--- config.mk ---
export PLATFORM = sky130hd
export DESIGN_NAME = alu_issue_ctrl
export DESIGN_NICKNAME = d
export VERILOG_FILES = /design/src/rtl/alu_issue_ctrl.sv
export SDC_FILE = /design/constraint.sdc
export NUM_CORES = 1
export LEC_CHECK = 0
export CORE_MARGIN = 3
export CORE_UTILIZATION = 42
export CTS_CLUSTER_SIZE = 28
export DETAILED_ROUTE_END_ITERATION = 12
export GPL_ROUTABILITY_DRIVEN = 1
export PLACE_DENSITY = 0.83
export SETUP_SLACK_MARGIN = 0.02
export SLEW_MARGIN = 40
export SYNTH_ARGS = -nofsm -noshare
export SYNTH_HDL_FRONTEND = slang
export SYNTH_SLANG_ARGS = --single-unit
--- constraint.sdc ---
create_clock -name clk -period 3.05 [get_ports clk]
set_clock_uncertainty 0.15 [all_clocks]
set_input_delay 0.305 -clock clk [delete_from_list [all_inputs] [get_ports clk]]
set_output_delay 0.305 -clock clk [all_outputs]
set_load 0.03 [all_outputs]
--- src/rtl/alu_issue_ctrl.sv ---
// ALU issue controller: decodes one instruction, drives registered operands
// and control code to an external combinational ALU, captures the result and
// presents it on a valid/ready response port. One request in flight at a time.
module alu_issue_ctrl (
    input  logic        clk,
    input  logic        rst_n,
    input  logic        req_valid,
    output logic        req_ready,
    input  logic [5:0]  opcode,
    input  logic [5:0]  funct,
    input  logic [31:0] rs_val,
    input  logic [31:0] rt_val,
    input  logic [15:0] imm,
    output logic [31:0] alu_op1,
    output logic [31:0] alu_op2,
    output logic [2:0]  alu_cont,
    input  logic [31:0] alu_result,
    input  logic        alu_z,
    output logic        rsp_valid,
    input  logic        rsp_ready,
    output logic [31:0] rsp_result,
    output logic        rsp_zero,
    output logic        rsp_branch_taken,
    output logic        rsp_illegal
);

    // state   | meaning
    // IDLE    | waiting for a request, req_ready high
    // ISSUE   | operands driven to ALU, one settling cycle
    // CAPTURE | ALU output sampled on the edge leaving this state
    // RESP    | response held until rsp_ready
    typedef enum logic [1:0] {
        IDLE    = 2'd0,
        ISSUE   = 2'd1,
        CAPTURE = 2'd2,
        RESP    = 2'd3
    } state_t;

    state_t      state;
    logic        beq_q;

    logic        dec_legal;
    logic        dec_beq;
    logic [2:0]  dec_cont;
    logic [31:0] dec_op2;
    logic [31:0] imm_sext;
    logic [31:0] imm_zext;

    assign imm_sext = {{16{imm[15]}}, imm};
    assign imm_zext = {16'h0000, imm};

    // Instruction decode into ALU control code and second operand
    always_comb begin
        dec_legal = 1'b1;
        dec_beq   = 1'b0;
        dec_cont  = 3'b010;
        dec_op2   = rt_val;
        case (opcode)
            6'b000000: begin
                case (funct)
                    6'b100000: dec_cont = 3'b010;
                    6'b100010: dec_cont = 3'b110;
                    6'b100100: dec_cont = 3'b000;
                    6'b100101: dec_cont = 3'b001;
                    6'b101010: dec_cont = 3'b111;
                    default:   dec_legal = 1'b0;
                endcase
            end
            6'b100011, 6'b101011, 6'b001000: begin
                dec_cont = 3'b010;
                dec_op2  = imm_sext;
            end
            6'b000100: begin
                dec_cont = 3'b110;
                dec_beq  = 1'b1;
            end
            6'b001100: begin
                dec_cont = 3'b000;
                dec_op2  = imm_zext;
            end
            6'b001101: begin
                dec_cont = 3'b001;
                dec_op2  = imm_zext;
            end
            default: dec_legal = 1'b0;
        endcase
    end

    // Handshake flags decode directly from the state register
    assign req_ready = (state == IDLE);
    assign rsp_valid = (state == RESP);

    // Sequencing FSM with registered ALU drive and response outputs
    always_ff @(posedge clk or negedge rst_n) begin
        if (!rst_n) begin
            state            <= IDLE;
            beq_q            <= 1'b0;
            alu_op1          <= '0;
            alu_op2          <= '0;
            alu_cont         <= 3'b000;
            rsp_result       <= '0;
            rsp_zero         <= 1'b0;
            rsp_branch_taken <= 1'b0;
            rsp_illegal      <= 1'b0;
        end else begin
            case (state)
                IDLE: begin
                    if (req_valid) begin
                        if (dec_legal) begin
                            alu_op1  <= rs_val;
                            alu_op2  <= dec_op2;
                            alu_cont <= dec_cont;
                            beq_q    <= dec_beq;
                            state    <= ISSUE;
                        end else begin
                            // Illegal requests bypass the ALU and leave its inputs untouched
                            rsp_result       <= '0;
                            rsp_zero         <= 1'b0;
                            rsp_branch_taken <= 1'b0;
                            rsp_illegal      <= 1'b1;
                            state            <= RESP;
                        end
                    end
                end
                ISSUE: begin
                    state <= CAPTURE;
                end
                CAPTURE: begin
                    rsp_result       <= alu_result;
                    rsp_zero         <= alu_z;
                    rsp_branch_taken <= alu_z && beq_q;
                    rsp_illegal      <= 1'b0;
                    state            <= RESP;
                end
                RESP: begin
                    if (rsp_ready) begin
                        state <= IDLE;
                    end
                end
                default: state <= IDLE;
            endcase
        end
    end

endmodule

# Yosys cells after proc, flatten, opt, wreduce, memory -nomap -nowiden
# Index checks and enable logic that the tools add are counted.
# Widths: inputs -> output; s select.
# op_classes
n_eq_ne	17
n_mux	20
reduce_logical	11
# op_table
op	n
$pmux 32 s2	2
$mux 32	2
$eq 6x6->1 const B	7
$pmux 3 s4	2
$eq 6x4->1 const B	3
$pmux 1 s2	4
$pmux 2 s4	1
$eq 6x3->1 const B	1
$logic_not 6->1	1
$mux 1	6
$mux 2	3
$reduce_and 3->1	2
$reduce_or 6->1	1
$reduce_or 5->1	1
$eq 2x2->1 const B	2
$ne 2x2->1 const B	2
$reduce_or 3->1	1
$eq 2x1->1 const B	1
$logic_not 2->1	1
$ne 2x1->1 const B	1
$reduce_and 2->1	1
$reduce_bool 2->1	1
$reduce_or 2->1	1
$logic_and 1x1->1	1
# totals
ff_bits	105
inputBits	129
out_inout_bits	104
word_cells	57

# Longest topological paths before layout
# logic_depth
word_depth	7
mapped_depth	9
depth_no_buf	7

# Worst setup path before layout
# Ideal clock, no wire load.
# synth_timing
kind	input to register
from	input opcode[4]
to	register alu_op1[10]
setup_ns	0.125
arrival_ns	2.260
required_time_ns	2.775
setup_slack_ns	0.515
stages	6
n_path_buf	2
cell_sequence	buf_2 -> or4b_4 -> or4_4 -> o22ai_4 -> buf_4 -> mux2_2
# synth_via
elab_chain_cells	4
word_cells_on_any_way	10
cone_classes	6 x eq/ne; 1 x mux; 3 x reduce/logical
# synth_lines
element	line	source
start, declared	9	input logic [5:0] opcode,
$eq 6x4->1 (tied with other cells)	58	case (opcode)
$reduce_or 6->1 (no source line)	-	
$pmux 1 s2 *	58	
$reduce_and 3->1 (no source line) *	-	
end signal, assigned	110	alu_op1 <= rs_val;
end, declared	14	output logic [31:0] alu_op1,
# Mark *: on every way between the ends. The rest lies on a longest branch, timed or not.
# A chain may end at the register's enable or synchronous reset.

# Worst setup path after layout
# layout_timing
from	input opcode[5]
to	register alu_op1[30]
# The elaborated chain is that of the path after synthesis.

==> flow_metrics.py <==
metrics = {
    "status": {
        "outcome": "finished, final reports clean",
    },
    "synthesis": {
        "ys_types": 38,
        "synth_top_family_by_area": "compound AO/OA/AOI/OAI gates",
        "yosysTopAreaCellShare": 0.601,
        "synth-adder-area-share": 0.00858,
        "syn_area_per_cell_um2": 11.8,
        "synthSimpleGateAreaFrac": 0.101,
        "yosysTopAreaCell": "dfrtp_1",
        "ys_seq_area_frac": 0.601,
        "synthCells": 370,
        "synthTopCellsByArea": "dfrtp_1 60%, mux2_2 9.0%, a22o_1 6.6%",
        "yosys_warnings": 0,
        "synth_compound_area_frac": 0.161,
        "syn_area_mm2": 0.00437,
        "synth_xor_area_frac": 0,
        "ys_ff_latch": 105,
        "synth_nets": 502,
        "yosys-mux-area-fraction": 0.0901,
    },
    "power": {
        "power.leakage_nw": 3.07,
        "power_density_mw_per_mm2": 1010,
        "clockPowerShare": 0.136,
        "irDropWorstVdd_uv": 526,
        "seqPwrFrac": 0.324,
        "intPower_mw": 4.29,
        "switching_share": 0.409,
        "share_comb_of_total_power": 0.540,
        "finalPower_mw": 7.25,
        "power_switching_mw": 2.96,
    },
    "setup_path": {
        "critPathArrivalTime_ns": 2.82,
        "cp-end-kind": "flop",
        "cp-start-kind": "input pin",
        "r2r_slack_ns": 0.70,
        "ff2ff_path_depth": 7,
        "path_max_fanout": 25,
        "crit_type": "in -> reg",
        "reg2reg_to": "alu_op1[30]",
        "r2r_start": "state[0]",
        "required_ns": 3.16,
    },
    "sta": {
        "setup_viol": 0,
        "final_max_slew_viol_count": 0,
        "final_period_minus_worst_setup_slack_ns": 2.71,
        "setup_ws_ns": 0.343,
        "rsz0062_at_grt": "no",
        "fin_setup_tns_ns": 0,
        "worst_pin_slew_ns": 0.577,
        "hold_viol_final": 0,
        "fin_crit_sh": 0.888,
        "slew_headroom": 0.616,
        "fmax_mhz": 369,
    },
    "placed_design": {
        "place_ws_ns": -0.0319,
        "io_buffers": 232,
        "hpwl_mm": 9.60,
        "globalplace.congestion": 0.758,
    },
    "drt": {
        "wl_per_cell_um": 16.8,
        "via_per_inst": 5.03,
        "drc": 0,
        "final_antenna_net_count": 0,
        "num_vias": 3740,
        "drtIter0Drc": 155,
        "first_pass_iters": 4,
        "wl_mm": 12.5,
    },
    "floorplanning": {
        "core_mm2": 0.00995,
        "start_util": 0.439,
        "rows": 36,
        "ios": 233,
        "die_y_um": 108,
        "die_w_um": 108,
        "dieArea_mm2": 0.0117,
    },
    "clock_network": {
        "clk_pin_slew_worst_paths_ns": 0.11,
        "cts_tree": "built",
        "cts.sinks": 105,
        "clock-root-buffer": "clkbuf_8",
        "htree_levels": 3,
        "clock_latency_ns": 0.36,
        "numCtsBuffers": 9,
        "clockBufferDepth": 2,
    },
    "global_routing": {
        "grt-ovfl-total": 0,
        "antenna_found_initial": 0,
        "grt_pass1_vias": 3771,
        "grt_max_degree": 62,
        "grt_pass1_wl_mm": 19.3,
        "grt_usage": 0.211,
    },
    "layout": {
        "drive_gt1_frac": 0.126,
        "multiInputGateArea_mm2": 0.00158,
        "nNetsFinal": 737,
        "layout_common_cells": "231 x clkdlybuf4s50_1, 105 x dfrtp_1, 40 x nor2_1, 39 x a21oi_1",
        "mostFrequentLayoutCell": "clkdlybuf4s50_1",
        "syn_to_final_growth_pct": 63.6,
        "antenna_cells": 0,
        "regArea_mm2": 0.00263,
        "n_fill_cell": 718,
        "utilization": 0.719,
    },
    "hold_path": {
        "hold_path.class": "in -> async",
    },
    "flow_run": {
        "maxCapViolCount": 0,
    },
}
[kinds of logic after synthesis]
kind of cell             count (synthesis)
flip-flops                             105
AO/OA/AOI/OAI                          102
AND/OR/NAND/NOR                         96
multiplexers                            35
buffers and inverters                   29
adder cells (fa/ha/maj)                  3
[state kept, by name (all words and copies together), names as in the netlist]
register and flops:
alu_op1 32, alu_op2 32, rsp_result 32, alu_cont 3
state 2, beq_q 1, rsp_branch_taken 1, rsp_illegal 1
rsp_zero 1
[what timing repair did]
item / 4_1_cts / 5_1_grt
gates resized for setup: 0 / 0
hold buffers: 1 / 0
buffers inserted: 0 / 0
endpoints found under the hold margin: 44 / 0
[metal layers]
| metal | up-vias | part of all wire | global-route usage | routed length [µm] |
|---|---|---|---|---|
| met4 | 0 | 0.016 | 0.0658 | 202 |
| met2 | 148 | 0.51 | 0.370 | 6310 |
| li1 | 1789 | - | - | - |
| met5 | - | 0 | 0 | 0 |
| met3 | 15 | 0.10 | 0.0860 | 1300 |
| met1 | 1788 | 0.37 | 0.235 | 4680 |
[final cells by class]
type                    count  area share
inverters                   4     0.00210
repair buffers            249       0.353
clock buffers              10      0.0192
well taps                 133      0.0233
multi-input cells         236       0.221
flip-flops and latches    105       0.367
clock inverters             6      0.0138
[synthesized netlist by cell type]
library cell / number
a2111oi_0: 1
a21o_1: 1
a21oi_1: 39
a22o_1: 33
a31oi_1: 16
a32o_1: 1
and2_1: 1
and3_1: 1
buf_2: 9
buf_4: 8
buf_6: 2
clkbuf_1: 6
dfrtp_1: 105
ha_1: 3
inv_1: 4
mux2_2: 35
nand2_1: 35
nand2b_1: 2
nand3_1: 1
nand4b_1: 1
nor2_1: 40
nor2b_1: 5
nor3b_1: 1
nor4bb_1: 1
o2111ai_1: 1
o211a_1: 1
o211ai_1: 1
o21ai_0: 2
o21ai_1: 2
o22a_1: 1
o22ai_4: 1
o32a_1: 2
or2_2: 2
or3b_2: 1
or4_1: 1
or4_4: 1
or4b_2: 2
or4b_4: 1
[worst max path at each step]
stage,start,to,slack [ns],cells past startpoint
detailed placement,opcode[5],alu_op1[30],-0.03,6
CTS,opcode[5],alu_op1[4],0.36,6
global placement,opcode[5],alu_op1[1],0.04,6
global route,opcode[5],alu_op2[12],0.22,8
finish,opcode[5],alu_op1[30],0.34,6
floorplan,opcode[4],alu_op1[10],0.52,6
[through the flow]
stage	std cells	hold slack, ns	area (µm²)
final	743	0.334	7150
after global placement	726	0.183	6910
after detailed placement	726	0.188	6910
after CTS	743	0.326	7150
after floorplan	370	-0.141	4370
after global routing	743	0.341	7150
[power by group through the flow]
stage	clock, mW	sequential [mW]	combinational (mW)
finish	0.984	2.35	3.92
global route	1.07	2.44	4.14
CTS	1.01	2.35	3.95
detailed placement	0	2.37	3.93
global placement	0	2.34	3.88
floorplan	0	3.54	1.01
[critical path, stage by stage]
cell and delay, ns:
clkdlybuf4s50_1 0.49, or4_1 0.57, or4_4 0.59, o22ai_4 0.28
buf_12 0.21, mux2_2 0.36
(Power assumes the default switching activity.)
